==> src/rtl/mem_arbiter.sv <==
// Arbiter that shares one single-port, variable-latency memory between the fetch
// (instruction) port and the memory-stage (data) port, with data-over-instruction priority.
module mem_arbiter #(
    parameter int AW = 32,
    parameter int DW = 32
) (
    input  logic          clk,
    input  logic          reset,

    input  logic          ireq,
    input  logic [AW-1:0] iaddr,
    output logic [DW-1:0] irdata,
    output logic          istall,

    input  logic          dreq,
    input  logic          dwe,
    input  logic [AW-1:0] daddr,
    input  logic [DW-1:0] dwdata,
    output logic [DW-1:0] drdata,
    output logic          dstall,

    output logic          mreq,
    output logic          mwe,
    output logic [AW-1:0] maddr,
    output logic [DW-1:0] mwdata,
    input  logic [DW-1:0] mrdata,
    input  logic          mready
);

    localparam logic [1:0] S_IDLE  = 2'd0;
    localparam logic [1:0] S_IBUSY = 2'd1;
    localparam logic [1:0] S_DBUSY = 2'd2;

    logic [1:0]    state_q,  state_d;
    logic          mreq_q,   mreq_d;
    logic          mwe_q,    mwe_d;
    logic [AW-1:0] maddr_q,  maddr_d;
    logic [DW-1:0] mwdata_q, mwdata_d;
    logic [DW-1:0] irdata_q, irdata_d;
    logic [DW-1:0] drdata_q, drdata_d;
    logic          ivalid_q, ivalid_d;
    logic          dvalid_q, dvalid_d;

    logic ipend;
    logic dpend;
    logic adv;

    // A valid flag masks its port's request until the pipeline advances and consumes it.
    assign ipend = ireq & ~ivalid_q;
    assign dpend = dreq & ~dvalid_q;
    assign adv   = ~ipend & ~dpend;

    assign istall = ipend;
    assign dstall = dpend;

    assign mreq   = mreq_q;
    assign mwe    = mwe_q;
    assign maddr  = maddr_q;
    assign mwdata = mwdata_q;
    assign irdata = irdata_q;
    assign drdata = drdata_q;

    always_comb begin
        // NOTE: every signal gets a default hold value first so no path leaves it unassigned and no latch is inferred.
        state_d  = state_q;
        mreq_d   = mreq_q;
        mwe_d    = mwe_q;
        maddr_d  = maddr_q;
        mwdata_d = mwdata_q;
        irdata_d = irdata_q;
        drdata_d = drdata_q;
        ivalid_d = ivalid_q;
        dvalid_d = dvalid_q;

        case (state_q)
            S_IDLE: begin
                if (dpend) begin
                    state_d  = S_DBUSY;
                    mreq_d   = 1'b1;
                    mwe_d    = dwe;
                    maddr_d  = daddr;
                    mwdata_d = dwdata;
                end else if (ipend) begin
                    state_d  = S_IBUSY;
                    mreq_d   = 1'b1;
                    mwe_d    = 1'b0;
                    maddr_d  = iaddr;
                end else begin
                    mreq_d   = 1'b0;
                end
            end
            S_IBUSY: begin
                if (mready) begin
                    state_d  = S_IDLE;
                    mreq_d   = 1'b0;
                    ivalid_d = 1'b1;
                    irdata_d = mrdata;
                end
            end
            S_DBUSY: begin
                if (mready) begin
                    state_d  = S_IDLE;
                    mreq_d   = 1'b0;
                    dvalid_d = 1'b1;
                    if (!mwe_q) begin
                        drdata_d = mrdata;
                    end
                end
            end
            default: begin
                state_d = S_IDLE;
                mreq_d  = 1'b0;
            end
        endcase

        // Completion and advance coincide only if the requester withdrew; the result is then dropped.
        if (adv) begin
            ivalid_d = 1'b0;
            dvalid_d = 1'b0;
        end
    end

    // NOTE: sequential state uses non-blocking assignments so every flop samples pre-edge values.
    always_ff @(posedge clk) begin
        if (reset) begin
            state_q  <= S_IDLE;
            mreq_q   <= 1'b0;
            mwe_q    <= 1'b0;
            maddr_q  <= '0;
            mwdata_q <= '0;
            irdata_q <= '0;
            drdata_q <= '0;
            ivalid_q <= 1'b0;
            dvalid_q <= 1'b0;
        end else begin
            state_q  <= state_d;
            mreq_q   <= mreq_d;
            mwe_q    <= mwe_d;
            maddr_q  <= maddr_d;
            mwdata_q <= mwdata_d;
            irdata_q <= irdata_d;
            drdata_q <= drdata_d;
            ivalid_q <= ivalid_d;
            dvalid_q <= dvalid_d;
        end
    end

endmodule

==> config.mk <==
export PLATFORM = sky130hd
export DESIGN_NAME = mem_arbiter
export DESIGN_NICKNAME = d
export VERILOG_FILES = /design/src/rtl/mem_arbiter.sv
export SDC_FILE = /design/constraint.sdc
export NUM_CORES = 1
export LEC_CHECK = 0
export ABC_AREA = 1
export CAP_MARGIN = 20
export CORE_ASPECT_RATIO = 1.2
export CORE_UTILIZATION = 40
export DETAILED_ROUTE_END_ITERATION = 10
export PLACE_DENSITY = 0.87
export SYNTH_ARGS = -nofsm -noshare
export SYNTH_HDL_FRONTEND = slang
export SYNTH_SLANG_ARGS = --single-unit
==> constraint.sdc <==
create_clock -name clk -period 1.49 [get_ports clk]
set_clock_uncertainty 0.05 [all_clocks]
set_input_delay 0.447 -clock clk [delete_from_list [all_inputs] [get_ports clk]]
set_output_delay 0.447 -clock clk [all_outputs]
set_load 0.005 [all_outputs]
==> metrics.txt, run 1 <==
GRT overflow=0; wire per inst=14.2 microns; metal3 WL=940 microns; ant diodes=0; fin util=0.683; Worst Path Arrival=1000 ps; Synth Net Count=839; drt first pass iters=4; Least-Margin Pin Slew=268 ps; VDD IR-drop max=0.681 mV; initial antenna violation count=0; final setup violating endpoints=1; CP Buf/Inv Count=3; DRC=0; Synth Cell Area=5150 sq um; max cap viols=0; setup ws final=-4.31 ps; Crit Path Max Fanout=2; Min-Delay Path Class=reg2reg; Yosys reg bits=134; status=finished with violations; CTS Buf Count=17; Worst path depth=4; Leakage=0.00376 uW; Root Driver=clkbuf_16; Via Count=5597; GR Util All Layers=0.242; violated checks=setup timing; crit path capture type=output pin; clock tree buffer depth=2; CP required=990 ps; Final Max Tran Viols=0; Layout Nets=1114; detailed placer's ending HPWL=11400 microns; yosys warns=0; Critical Path Start Type=flip-flop; die area=13300 sq um; Routed Antenna Nets=0; Max H-tree Level=4; min Tclk post-route=1490 ps; clock latency on the worst-skew pair=400 ps; Die W=106 microns; total wire length=16400 microns; final setup TNS=-4.31 ps; Std-Cell Rows=45; final hold vios=0; chip height=126 microns; final cell count without fillers=1154; Crit-path slowest cell=dfxtp_2; number of global-route vias before repair=5304; register area share after synthesis=0.521; Power Density=1150 nW/um^2; Reg clk slew, reported paths=60 ps; f_max=669 MHz; Placed Cells=1115; hold depth=2; hold_ws=414 ps; Placeable Area=12600 sq um; CP top delay family=flip-flops; Initial Utilization=0.408; path depth of the worst reg2reg path=9; cell mode on critical path=inv_2; Sink Count=134; WS Path Type=reg2out; # port buffers=265; syn_area_per_cell=7.34 sq um; fin crit share=1.00; synthesized instance count=702; Filler cells=997; unrepaired setup endpoints after global routing=true; crit-path max cell delay=310 ps; share of cells above drive strength 1=0.171; CP cell instances=inv_2 -> nand2_2 -> inv_2 -> buf_6; vias per cell=4.85; Worst slew margin=0.819; routability cong.=0.851; Top Layer Used=met4; Layout area overhead=67.2%; first-pass GRT wire length=25600 microns; Ports=266; CTS tree=done; WL met1=6290 microns; largest net degree at the start of global routing=53; initial drt markers=241; post-synthesis cell type count=19; WL met2=8510 microns
[where the power goes]
part	internal, uW	total (uW)	switching [uW]
Sequential	3910	4060	157
Combinational	1040	1950	909
Clock	2330	3890	1560
Total	7270	9900	2630
[timing repair]
item / 4_1_cts / 5_1_grt
pin swaps: 0 / 1
buffers inserted: 2 / 4
setup endpoints to repair: 188 / 190
gates resized for setup: 215 / 183
cloned: 0 / 1
hold buffers: 0 / 0
[placed cells by master, fill, tap and decap left out, types with 3 or more instances in the layout]
master and count:
a21oi_1 70, buf_12 8, buf_4 24, buf_6 6
clkbuf_16 18, clkbuf_2 40, clkdlybuf4s15_1 81, clkdlybuf4s15_2 3
clkdlybuf4s50_1 131, clkinv_2 5, clkinvlp_4 5, dfxtp_1 100
dfxtp_2 34, dlygate4sd2_1 6, inv_1 3, inv_2 6
nand2_1 169, nand2_2 3, nand2_4 3, nand3_1 3
nor2_1 158, o21ai_0 57, o21ai_1 38
[worst reg2reg max path, stage by stage (launching register included)]
cell     delay, ps
dfxtp_2        310
inv_2           70
nand2_4         60
buf_4          130
buf_4          160
nand2_4         80
nand2_2         80
buf_12         170
o21ai_0        170
nor2_1          60
[layer usage]
| metal | GRT usage | vias to the layer above |
|---|---|---|
| li1 | - | 2802 |
| met1 | 0.262 | 2521 |
| met2 | 0.433 | 226 |
| met3 | 0.0534 | 48 |
| met4 | 0.141 | 0 |
| met5 | 0 | - |
[layout make-up]
type                    count  area (sq um)  area share
flip-flops and latches    134          2730       0.317
multi-input cells         509          2200       0.256
well taps                 164           205      0.0238
repair buffers            304          2880       0.335
clock inverters            12           105      0.0122
clock buffers              20           447      0.0519
inverters                  11          45.0     0.00523
[flip-flops by register name, summed over array words and instances (netlist names)]
name / cells
drdata: 32
dvalid_q: 1
irdata: 32
ivalid_q: 1
maddr: 32
mreq: 1
mwdata: 32
mwe: 1
state_q: 2
[cells in the mapped netlist]
| cell type | number | share of area |
|---|---|---|
| inv_4 | 1 | 0.0012 |
| nand4_1 | 1 | 0.0012 |
| o21ai_1 | 9 | 0.0087 |
| o21ai_0 | 87 | 0.085 |
| nand2_2 | 1 | 0.0012 |
| inv_2 | 2 | 0.0015 |
| buf_2 | 24 | 0.023 |
| ha_1 | 3 | 0.0073 |
| dfxtp_1 | 134 | 0.52 |
| nand2_1 | 171 | 0.12 |
| clkbuf_1 | 15 | 0.011 |
| inv_1 | 7 | 0.0051 |
| buf_4 | 9 | 0.013 |
| nand3_1 | 3 | 0.0029 |
| clkinv_2 | 1 | 0.00097 |
| a21oi_1 | 70 | 0.068 |
| nand2_4 | 3 | 0.0066 |
| nor2_1 | 160 | 0.12 |
| nor2_2 | 1 | 0.0012 |
[path summary, 6_finish.rpt]
check	to	from	slack [ps]
worst min register to register	mwdata[8]$_SDFFE_PP0P_	mwdata[8]$_SDFFE_PP0P_	410
worst max register to register	maddr[17]$_SDFFE_PP0P_	dvalid_q$_SDFFE_PP0P_	50
worst min-delay path	mwdata[8]$_SDFFE_PP0P_	mwdata[8]$_SDFFE_PP0P_	410
worst max-delay path	istall	ivalid_q$_SDFFE_PP0P_	-4
[metrics by stage]
stage / total power, uW / worst slack [ps] / instance area (sq um)
4_1_cts: 9880 / -24.0 / 8590
5_1_grt: 10400 / -64.2 / 8610
3_3_place_gp: 6130 / -553 / 8100
2_1_floorplan: 4910 / 154 / 5150
6_report: 9900 / -4.31 / 8610
3_5_place_dp: 6170 / -596 / 8100
[cell families after synthesis]
logic type | share of synthesized area
compound gates | 0.161
fa+ha+maj | 0.00729
buf+inv | 0.0561
flops | 0.521
simple gates | 0.254
No activity file was read; power rests on OpenSTA's default activity.
==> inputs of run 2 (changes only) <==
SKIP_LAST_GASP = 1   (was unset)
==> metrics.txt, run 2 (synthesized netlist as in run 1, its figures left out) <==
Layout area overhead=67.1%; CP cell instances=inv_2 -> nand2_2 -> inv_2 -> buf_6; initial drt markers=257; largest net degree at the start of global routing=53; reg-to-reg slack, setup=40 ps; cell mode on critical path=inv_2; metal3 WL=1010 microns; Worst path depth=4; ant diodes=0; CP Buf/Inv Count=3; GRT overflow=0; Die W=106 microns; violated checks=setup timing; reg2reg end=maddr[1]$_SDFFE_PP0P_; status=finished with violations; Crit Path Max Fanout=2; Ports=266; Final Max Tran Viols=0; commonest non-fill, non-tap cell in the layout=nand2_1; Hold Crit Start=mwdata[8]$_SDFFE_PP0P_; Filler cells=997; drt first pass iters=4; WL met2=8440 microns; number of global-route vias before repair=5304; first-pass GRT wire length=25600 microns; max cap viols=0; Via Count=5650; clock tree buffer depth=2; total wire length=16400 microns; CP top delay family=flip-flops; final setup TNS=-5.39 ps; share of cells above drive strength 1=0.169; Reg clk slew, reported paths=60 ps; Max H-tree Level=4; Critical Path Start Type=flip-flop; Routed Antenna Nets=0; Least-Margin Pin Slew=264 ps; Min-Delay Path Class=reg2reg; wire per inst=14.2 microns; final cell count without fillers=1154; crit-path max cell delay=310 ps; routability cong.=0.851; Hold Path Sink=mwdata[8]$_SDFFE_PP0P_; crit path capture type=output pin; Reg area=2730 sq um; worst reg2reg startpoint=dvalid_q$_SDFFE_PP0P_; final instance area=8610 sq um; CP required=990 ps; CTS Buf Count=17; Root Driver=clkbuf_16; GR Util All Layers=0.242; Crit-path slowest cell=dfxtp_2; chip height=126 microns; Std-Cell Rows=45; Placeable Area=12600 sq um; initial antenna violation count=0; Worst slew margin=0.822; Initial Utilization=0.408; min Tclk post-route=1500 ps; Worst Path Arrival=1000 ps; clock latency on the worst-skew pair=400 ps; WS Path Type=reg2out; Power Density=1150 nW/um^2; die area=13300 sq um; detailed placer's ending HPWL=11400 microns; f_max=669 MHz; setup ws final=-5.39 ps; Placed Cells=1115; Top Layer Used=met4; fin crit share=1.00; area post-placement=8100 sq um; area of the multi-input gates=2200 sq um; path depth of the worst reg2reg path=9; DRC=0; Leakage=0.00376 uW; unrepaired setup endpoints after global routing=true; CTS tree=done; Tot Pwr=9890 uW; hold_ws=414 ps; Sink Count=134; Layout Nets=1114; hold depth=2; WL met1=6200 microns; # port buffers=265; Worst setup startpoint=ivalid_q$_SDFFE_PP0P_; VDD IR-drop max=0.677 mV; final hold vios=0; commonest cells after routing, fill and taps aside=nand2_1, nor2_1, clkdlybuf4s50_1; final setup violating endpoints=1; vias per cell=4.90
==> run 2: changes by cell type in the layout (fill, tap and decap cells not counted) <==
cell / before / now
o21ai_0: 57 / 65
o21ai_1: 38 / 31
buf_6: 6 / 7
buf_8: 2 / 1
clkbuf_2: 40 / 39
clkdlybuf4s15_1: 81 / 82
o21ai_2: 1 / 0
==> run 2: metal layers <==
| metal | vias up | track usage |
|---|---|---|
| li1 | 2807 | - |
| met1 | 2548 | 0.262 |
| met2 | 242 | 0.433 |
| met3 | 53 | 0.0534 |
| met4 | 0 | 0.141 |
| met5 | - | 0 |
==> run 2: layout make-up <==
class	instances	share of cell area
multi-input cells	509	0.255
inverters	11	0.00523
flip-flops and latches	134	0.317
clock buffers	20	0.0519
clock inverters	12	0.0122
well taps	164	0.0238
repair buffers	304	0.335
==> run 2: repair_timing <==
item                                    4_1_cts  5_1_grt
gates cloned                                  0        1
setup buffers                                 2        4
pin swaps                                     0        1
hold buffers                                  0        0
resized for setup                           210      176
endpoints found under the setup margin      188      190
==> run 2: worst max-delay path by stage <==
stage / slack (ps) / to
6_report: -5 / istall
5_1_grt: -60 / istall
4_1_cts: -180 / istall
3_5_place_dp: -600 / istall
3_3_place_gp: -550 / dstall
2_1_floorplan: 150 / mwdata[10]$_SDFFE_PP0P_
==> run 2: metrics by stage <==
stage                util  worst slack (ps)
global placement    0.643              -553
detailed placement  0.643              -596
floorplan               -               154
global route        0.682             -59.8
finish              0.682             -5.39
CTS                 0.681              -184
==> run 2: power by group <==
| part | internal, uW | switching [uW] | total (uW) |
|---|---|---|---|
| sequential | 3910 | 157 | 4060 |
| combinational | 1030 | 903 | 1940 |
| clock | 2330 | 1560 | 3890 |
==> run 2: worst reg2reg max path, stage by stage, from the launching register on <==
cell     delay (ps)
dfxtp_2         310
inv_2            70
nand2_4          60
buf_4           130
buf_4           160
nand2_4          80
nand2_2          80
buf_4           180
o21ai_0         170
nor2_1           60
